===== src/rtl/display_scanner.sv =====
// display_scanner: binary-to-BCD converter (sequential double-dabble) feeding a
// time-multiplexed 7-segment digit scan. One BCD digit, a blank flag and the
// active-low anode enables are presented per scan slot to a shared decoder.
// Optional feature: define LEADING_ZERO_BLANK_EN to blank zero digits above the
// most significant nonzero digit (digit 0 is always shown).
module display_scanner #(
  parameter int DATA_W      = 14,
  parameter int NUM_DIGITS  = 4,
  parameter int REFRESH_DIV = 100000
) (
  input  logic                  clk,
  input  logic                  rst_n,
  input  logic [DATA_W-1:0]     value_in,
  input  logic                  load,
  output logic                  busy,
  output logic                  overflow,
  output logic [3:0]            bcd_out,
  output logic                  blank_out,
  output logic [NUM_DIGITS-1:0] an_out
);

  localparam int BW = 4 * NUM_DIGITS;
  localparam int CW = $clog2(DATA_W + 1);
  localparam int RW = (REFRESH_DIV > 1) ? $clog2(REFRESH_DIV) : 1;
  localparam int IW = (NUM_DIGITS > 1) ? $clog2(NUM_DIGITS) : 1;

  // Largest value representable in NUM_DIGITS decimal digits.
  function automatic logic [63:0] max_decimal(input int unsigned n);
    logic [63:0] p;
    p = 64'd1;
    for (int unsigned i = 0; i < n; i++) p = p * 64'd10;
    return p - 64'd1;
  endfunction

  localparam logic [63:0] MAX_VAL = max_decimal(NUM_DIGITS);

  typedef enum logic {
    S_IDLE,
    S_CONVERT
  } state_t;

  state_t              r_state;
  state_t              w_state_nxt;
  logic                w_accept;
  logic                w_shift;
  logic                w_done;
  logic                w_ovf;

  logic [DATA_W-1:0]   r_bin;
  logic [BW-1:0]       r_bcd;
  logic [BW-1:0]       w_adj;
  logic [CW-1:0]       r_cnt;
  logic                r_overflow;
  logic [BW-1:0]       r_disp;
  logic                r_valid;

  logic [RW-1:0]       r_ref;
  logic [IW-1:0]       r_idx;
  logic [3:0]          r_bcd_out;
  logic                r_blank_out;
  logic [NUM_DIGITS-1:0] r_an_out;
  logic [3:0]          w_digit;
  logic                w_blank;
  logic [NUM_DIGITS-1:0] w_an_sel;

  assign busy      = (r_state == S_CONVERT);
  assign overflow  = r_overflow;
  assign bcd_out   = r_bcd_out;
  assign blank_out = r_blank_out;
  assign an_out    = r_an_out;

  assign w_ovf   = ({{(64 - DATA_W){1'b0}}, value_in} > MAX_VAL);
  assign w_digit = r_disp[{r_idx, 2'b00} +: 4];

  // FSM state register.
  always_ff @(posedge clk) begin
    if (!rst_n) r_state <= S_IDLE;
    else        r_state <= w_state_nxt;
  end

  // FSM next state and datapath strobes; load is only honoured in IDLE.
  always_comb begin
    w_state_nxt = r_state;
    w_accept    = 1'b0;
    w_shift     = 1'b0;
    w_done      = 1'b0;
    case (r_state)
      S_IDLE: begin
        if (load) begin
          w_accept    = 1'b1;
          w_state_nxt = S_CONVERT;
        end
      end
      S_CONVERT: begin
        if (r_cnt == CW'(DATA_W)) begin
          w_done      = 1'b1;
          w_state_nxt = S_IDLE;
        end else begin
          w_shift = 1'b1;
        end
      end
      default: w_state_nxt = S_IDLE;
    endcase
  end

  // Double-dabble add-3 step applied to every BCD nibble before the shift.
  always_comb begin
    w_adj = r_bcd;
    for (int unsigned i = 0; i < NUM_DIGITS; i++) begin
      if (r_bcd[4*i +: 4] >= 4'd5) w_adj[4*i +: 4] = r_bcd[4*i +: 4] + 4'd3;
    end
  end

  // Conversion datapath: capture, shift {bcd,bin} left, publish to display reg.
  always_ff @(posedge clk) begin
    if (!rst_n) begin
      r_bin      <= '0;
      r_bcd      <= '0;
      r_cnt      <= '0;
      r_overflow <= 1'b0;
      r_disp     <= '0;
      r_valid    <= 1'b0;
    end else begin
      if (w_accept) begin
        r_bin      <= value_in;
        r_bcd      <= '0;
        r_cnt      <= '0;
        r_overflow <= w_ovf;
      end
      if (w_shift) begin
        r_bcd <= {w_adj[BW-2:0], r_bin[DATA_W-1]};
        r_bin <= {r_bin[DATA_W-2:0], 1'b0};
        r_cnt <= r_cnt + 1'b1;
      end
      if (w_done) begin
        r_disp  <= r_bcd;
        r_valid <= 1'b1;
      end
    end
  end

`ifdef LEADING_ZERO_BLANK_EN
  logic [NUM_DIGITS-1:0] w_lz;

  // w_lz[i] = digit i and every digit above it are zero.
  always_comb begin
    logic w_run;
    w_run = 1'b1;
    w_lz  = '0;
    for (int unsigned k = 0; k < NUM_DIGITS; k++) begin
      w_run = w_run && (r_disp[4*(NUM_DIGITS-1-k) +: 4] == 4'd0);
      w_lz[NUM_DIGITS-1-k] = w_run;
    end
  end

  assign w_blank = !r_valid || r_overflow || (w_lz[r_idx] && (r_idx != '0));
`else
  assign w_blank = !r_valid || r_overflow;
`endif

  // One-hot-low anode pattern for the digit currently indexed.
  always_comb begin
    w_an_sel        = '1;
    w_an_sel[r_idx] = 1'b0;
  end

  // Free-running scan: at each refresh wrap present digit r_idx, then advance.
  always_ff @(posedge clk) begin
    if (!rst_n) begin
      r_ref       <= '0;
      r_idx       <= '0;
      r_bcd_out   <= '0;
      r_blank_out <= 1'b1;
      r_an_out    <= '1;
    end else if (r_ref == RW'(REFRESH_DIV - 1)) begin
      r_ref       <= '0;
      r_idx       <= (r_idx == IW'(NUM_DIGITS - 1)) ? '0 : r_idx + 1'b1;
      r_bcd_out   <= w_digit;
      r_blank_out <= w_blank;
      r_an_out    <= w_an_sel;
    end else begin
      r_ref <= r_ref + 1'b1;
    end
  end

endmodule


===== config.mk =====
export PLATFORM = sky130hd
export DESIGN_NAME = display_scanner
export DESIGN_NICKNAME = d
export VERILOG_FILES = /design/src/rtl/display_scanner.sv
export SDC_FILE = /design/constraint.sdc
export NUM_CORES = 1
export LEC_CHECK = 0
export BUFFER_PORTS_ARGS = -buffer_cell sky130_fd_sc_hd__buf_2
export CAP_MARGIN = 20
export CORE_UTILIZATION = 59
export DETAILED_ROUTE_END_ITERATION = 10
export PLACE_DENSITY = 0.78
export SETUP_SLACK_MARGIN = 0.4
export SLEW_MARGIN = 20
export SYNTH_ARGS = -nofsm -noshare
export SYNTH_HDL_FRONTEND = slang
export SYNTH_SLANG_ARGS = --single-unit

===== constraint.sdc =====
create_clock -name clk -period 2.6 [get_ports clk]
set_clock_uncertainty 0.1 [all_clocks]
set_input_delay 0.39 -clock clk [delete_from_list [all_inputs] [get_ports clk]]
set_output_delay 0.39 -clock clk [all_outputs]
set_load 0.005 [all_outputs]

==> metrics, run 1 <==
outcome finished, final reports clean; most used flip-flop cell after synthesis dfxtp_1; Via Count 2,872; RSZ-0062 raised after global routing false; Arrival @ worst endpoint 2140 ps; critical hold path startpoint value_in[1]; core outline area 5990 µm²; power share of the clock group 36.7%; non-filler instance count after layout 519; buffer cell driving the clock tree root clkbuf_8; Die Y 81.1 µm; maximum fanout encountered on the critical timing path 17; clk_lat worst skew 340 ps; tightest slew margin relative to the limit 53.8%; Hold Slack 243 ps; ys async rst share 0%; TritonCTS Buffers 9; TritonCTS clock tree done; share of cells above drive strength 1 14.0%; required time worst endpoint 2730 ps; Clock Tree Buf Depth 2; wire length of the first global-routing pass 12.2 mm; count of clock tree sinks 81; most used cells in the layout excluding fill and tap cells dfxtp_1 (81), nand2_1 (61), nor2_1 (35); reg2reg path depth 6; endpoint with the worst hold slack r_bin[1]; antenna violation net count after detailed routing 0; Netlist cell types 36; remaining global-route overflow 0; residual DRC count 0; largest stage delay on the critical path 570 ps; Hold WC Path Type in2reg; family with the most delay on the worst path simple AND/OR/NAND/NOR gates; clock-pin slew on the worst setup and hold paths 80 ps; Static Leakage 1.46 nW; hold path depth 3; total detailed-routing wirelength 7.10 mm; internal power component 0.00171 W; number of register bits inferred by synthesis 81; switching share of total power 23.6%; maximum vdd ir drop 0.000334 V; vias per inst 5.53; post-detailed-placement half-perimeter wirelength 4.92 mm; Avg Inst Size Synth 9.03 µm²; vias in the first global route 2,768; RD Place Congestion 0.826; die footprint 6580 µm²; Yosys warning total 0; number of buffers and inverters on the critical path 2; Post-Synthesis Net Count 441; Tightest Pin Transition 692 ps; drt pass-1 iters 4; Die Span X 81.1 µm; number of inserted diodes 0; total power per unit cell area 547 nW/µm²; Critical Path Source Type register; share of the core filled with cells 68.4%; area growth from synthesis to layout 10.9%; cells along the critical path or4b_1 > nor4_4 > buf_6 > nand2b_1 > buf_4 > nor2_1; combined area of all synthesized cells 3690 µm²; maximum number of pins on one net before global-route repair 48; cell count after placement 501; Cells after Synth 409; sum of internal, switching and leakage power 0.00224 W; number of buffer cells added on primary ports 27; post-DR wirelength/cell 13.7 µm; Gate power share 6.2%; destination of the worst register-to-register timing path r_ref[11]; most common cell after layout, fill and taps aside dfxtp_1; worst setup slack for register-to-register paths 590 ps; Slew Limit Fails 0; initial antenna violation count 0; Net count, final 471; startpoint of the worst-slack reg-to-reg timing path r_ref[11]; Final Critical Period 2010 ps; initial DRC count 88; number of H-tree levels 3; count of flip-flops with a built-in enable after synthesis 0; Final Hold Vio Count 0; Final setup violation count 0; number of cell rows 28; type of destination of the critical path register; setup_tns 0 ps; Achievable Freq 497 MHz; IO Count 28; part of the Yosys area used for sequential elements 43.9%; starting density of the core 61.6%; GRT Util Overall 24.3%; Slowest cell on crit path or4b_1; category of the most critical setup path reg2reg; maximum capacitance violations 0; fin crit share 77.4%; net switching power figure 0.000528 W; fraction of power consumed by sequential logic 57.1%
==> power groups by stage <==
stage | Combinational (W) | Clock (W) | Sequential [W]
3_5_place_dp | 0.000138 | 0 | 0.00131
6_report | 0.000138 | 0.000823 | 0.00128
3_3_place_gp | 0.000135 | 0 | 0.00131
4_1_cts | 0.000138 | 0.000839 | 0.00128
5_1_grt | 0.000155 | 0.000891 | 0.00128
2_1_floorplan | 0.0000930 | 0 | 0.00130
==> worst max path at each step <==
stage                         start         to  slack (ps)  depth (start not counted)
final                     r_ref[11]  r_ref[11]         590                          6
after global routing       r_ref[0]   r_ref[5]         410                          7
after CTS                  r_ref[0]   r_ref[4]         430                          7
after detailed placement   r_ref[0]   r_ref[4]         440                          7
after global placement     r_ref[0]   r_ref[4]         490                          7
after floorplan            r_ref[0]  r_ref[12]         520                          7
==> worst register-to-register path, cell delays in order, from the launching register on <==
cell and delay, ps:
dfxtp_1 340, or4b_1 570, nor4_4 280, buf_6 210
nand2b_1 120, buf_4 210, nor2_1 70
==> synth_stat cells (7+ instances only) <==
cell	number	area [µm²]
xnor2_1	17	149
a21oi_1	9	45.0
inv_1	15	56.3
nor2b_1	9	56.3
nor2_1	35	131
dfxtp_1	81	1620
o2bb2ai_1	8	70.1
nand3_1	12	60.1
nor3_1	8	40.0
nand4_1	9	56.3
mux2i_1	7	70.1
nand2_1	61	229
clkbuf_1	16	60.1
o21ai_0	9	45.0
a21boi_0	33	248
ha_1	15	188
a22oi_1	13	97.6
==> state kept, by name, indices dropped and copies added (netlist names), 2 cells and up <==
signal   cells
an_out       4
r_bcd       16
r_cnt        4
r_ref       17
bcd_out      4
r_bin       14
r_disp      16
r_idx        2
==> cell type report <==
class | count | area [µm²]
clock buffers | 13 | 159
clock inverters | 3 | 15.0
fillers | 495 | 1890
inverters | 15 | 56.3
multi-input cells | 294 | 1930
flip-flops and latches | 81 | 1620
well taps | 75 | 93.8
repair buffers | 38 | 221
==> per-stage QoR <==
step / setup slack [ps] / instance area, µm²
2_1_floorplan: 516 / 3690
3_3_place_gp: 489 / 3900
3_5_place_dp: 443 / 3900
4_1_cts: 432 / 4080
5_1_grt: 405 / 4100
6_report: 586 / 4100
==> logic make-up after synthesis <==
family	share of synthesized area [%]
flip-flops	43.9
AO/OA/AOI/OAI	15.4
AND/OR/NAND/NOR	20.8
buffers and inverters	3.86
multiplexers	5.56
XOR/XNOR	5.46
adder cells (fa/ha/maj)	5.08
==> per-layer routing <==
metal  vias to the layer above  part of all wire, %  track usage, %
met5                         -                    0               0
met4                         0                  1.7            11.8
met3                         9                  3.6            3.82
met2                        48                   47            40.6
met1                      1352                   47            30.4
li1                       1463                    -               -
==> repair_timing <==
item	CTS	global route
gates resized for setup	0	2
endpoints found under the setup margin	0	36
setup buffers	0	2
hold buffers	0	0
endpoints found under the hold margin	0	0
Note: power is estimated with default switching activity, not from simulation.
==> run 2: changes to the inputs <==
ABC_AREA = 1   (was unset)
CORE_UTILIZATION = 60   (was 59)
PLACE_DENSITY = 0.79   (was 0.78)
clock period = 2.07 ns   (was 2.6 ns; I/O delays follow)
==> run 2 against run 1 <==
  * Sequential share of layout area down 3.1 points
  * Critical path depth rose by 4
  * Largest power group unchanged
  * Die area rose by 4.0%
  * Critical path type unchanged
  * Largest cell class unchanged
==> metrics, run 2 <==
registers with the most flip-flops r_ref x17, r_bcd x16, r_disp x16; Final setup violation count 0; remaining global-route overflow 0; flip-flop count of the largest register after layout 17; maximum vdd ir drop 0.000372 V; initial DRC count 189; category of the most critical setup path reg2reg; Net count, final 610; setup_tns 0 ps; number of H-tree levels 3; count of clock tree sinks 81; Yosys warning total 0; Via Count 3,540; Achievable Freq 620 MHz; Cells after Synth 544; total power per unit cell area 700 nW/µm²; vias in the first global route 3,099; combined area of all synthesized cells 3910 µm²; buffer cell driving the clock tree root clkbuf_8; drt pass-1 iters 5; most used cells in the layout excluding fill and tap cells nand2_1 (130), dfxtp_1 (78), nor2_1 (68); core outline area 6310 µm²; die footprint 6840 µm²; cells along the critical path inv_1 > ha_2 > nand3_4 > nand2_4 > clkinvlp_4 > buf_12 > nand2_1 > o21ai_0 > a21oi_1 > nor2_1; IO Count 28; sum of internal, switching and leakage power 0.00312 W; number of inserted diodes 0; largest stage delay on the critical path 340 ps; most used flip-flop cell after synthesis dfxtp_1; Hold WC Path Type in2reg; most frequent cells after synthesis nand2_1 (131), dfxtp_1 (81), nor2_1 (69), inv_1 (52), o21ai_0 (42); most common cell after layout, fill and taps aside nand2_1; residual DRC count 0; Slowest cell on crit path dfxtp_2; Die Span X 82.7 µm; fin crit share 77.9%; fraction of the mapped netlist area in compound gates 14.8%; Synth top area share 41.5%; Post-Synthesis Net Count 576; outcome finished, final reports clean; maximum fanout encountered on the critical timing path 13; number of buffers and inverters on the critical path 3; Final Hold Vio Count 0; family with the most delay on the worst path buffers and inverters; proportion of synthesized area in mux cells 0%; number of register bits inferred by synthesis 81; post-synth top area cell dfxtp_1; tightest slew margin relative to the limit 71.2%; Filler Cell Count 512; area growth from synthesis to layout 13.9%; Synth Area in Simple Gates 29.3%; Netlist cell types 35; part of the Yosys area used for sequential elements 41.5%; vias per inst 5.36; Tightest Pin Transition 430 ps; adder-cell area share of the yosys netlist 4.80%; initial antenna violation count 0; clock-pin slew on the worst setup and hold paths 80 ps; most numerous cell in the Yosys netlist nand2_1; main combinational cell family by area after synthesis simple AND/OR/NAND/NOR gates; antenna violation net count after detailed routing 0; TritonCTS clock tree done; GRT Util Overall 25.2%; Arrival @ worst endpoint 1760 ps; post-detailed-placement half-perimeter wirelength 5.48 mm; Final Critical Period 1610 ps; Critical Path Source Type register; ys async rst share 0%; clk_lat worst skew 350 ps; count of hold-fix buffers inserted at cts 0; type of destination of the critical path register; Die Y 82.7 µm; largest register by flop count r_ref; Slew Limit Fails 0; count of flip-flops with a built-in enable after synthesis 0; wire length of the first global-routing pass 13.2 mm; total detailed-routing wirelength 8.06 mm; number of buffer cells added on primary ports 27; Static Leakage 1.75 nW; Clock Tree Buf Depth 2; RSZ-0062 raised after global routing true; TritonCTS Buffers 9; post-DR wirelength/cell 12.2 µm; required time worst endpoint 2210 ps; share of cells above drive strength 1 16.6%; area share of xor/xnor cells in the synthesized design 1.12%; maximum capacitance violations 0; Avg Inst Size Synth 7.19 µm²; synth top area cells dfxtp_1 (41%), nand2_1 (13%), nor2_1 (6.6%), o21ai_0 (5.4%), a21oi_1 (5.2%); number of cell rows 29; RD Place Congestion 0.831; maximum number of pins on one net before global-route repair 34; starting density of the core 61.9%
## run 2: cell types whose count changed after synthesis, moves of 9 or more
cell      before  now
a21oi_1        9   41
nand3_1       12   30
inv_1         15   52
nor2_1        35   69
nor2b_1        9    0
clkbuf_1      16    5
a21boi_0      33    0
nand2_1       61  131
a22oi_1       13    0
xnor2_1       17    2
a31oi_1        0    9
o21ai_0        9   42
## run 2: final cells by class
class,instances,area [µm²],share of cell area [%]
Clock buffer,12,155,3.49
Inverter,58,229,5.14
Tap cell,77,96.3,2.16
Sequential cell,81,1630,36.5
Multi-Input combinational cell,387,1990,44.7
Timing Repair Buffer,41,283,6.35
Clock inverter,4,75.1,1.69
## run 2: final timing paths
kind	slack, ps	cells after the start	to	from
max	460	10	r_bin[13]	r_cnt[0]
min	130	3	r_bin[2]	value_in[2]
max reg2reg	460	10	r_bin[13]	r_cnt[0]
min reg2reg	330	1	r_ref[0]	r_ref[0]
## run 2: tightest hold or removal path, delay by kind of cell
| family | cells | cell delay, ps |
|---|---|---|
| buf+inv | 1 | 90 |
| compound gates | 1 | 70 |
| simple gates | 1 | 60 |
## run 2: logic make-up (layout without fill, tap and decap cells)
group                    after synthesis  count (layout)
adder cells (fa/ha/maj)               15              15
AO/OA/AOI/OAI                        105             105
flip-flops                            81              81
XOR/XNOR                               5               5
buffers and inverters                 76             115
AND/OR/NAND/NOR                      262             262
## run 2: where the power goes
group	total (W)	internal [W]	switching, W	leakage (nW)
registers	0.00161	0.00159	0.0000214	0.657
logic	0.000198	0.0000738	0.000124	0.988
clock network	0.00131	0.000746	0.000565	0.109
## run 2: per-stage QoR
stage | std cells | util (%) | area, µm² | setup WS (ps) | hold slack (ps)
global placement | 636 | 64.7 | 4080 | 383 | 335
CTS | 655 | 69.1 | 4360 | 391 | 116
detailed placement | 636 | 64.7 | 4080 | 324 | 341
finish | 660 | 70.5 | 4450 | 457 | 130
floorplan | 544 | - | 3910 | 561 | 327
global route | 660 | 70.5 | 4450 | 337 | 125
## run 2: routing by layer
layer	track usage, %	share of wire, %	vias up	routed length, µm
met1	31.1	48	1629	3840
met2	42.2	47	77	3780
met4	12.2	2.0	0	163
met3	4.51	3.4	16	277
li1	-	-	1818	-
met5	0	0	-	0
## run 2: repair_timing
action                     4_1_cts  5_1_grt
pin swaps                        1        2
cloned                           0        1
setup endpoints to repair       41       64
gates resized for setup          3       11
buffers inserted                 3        4
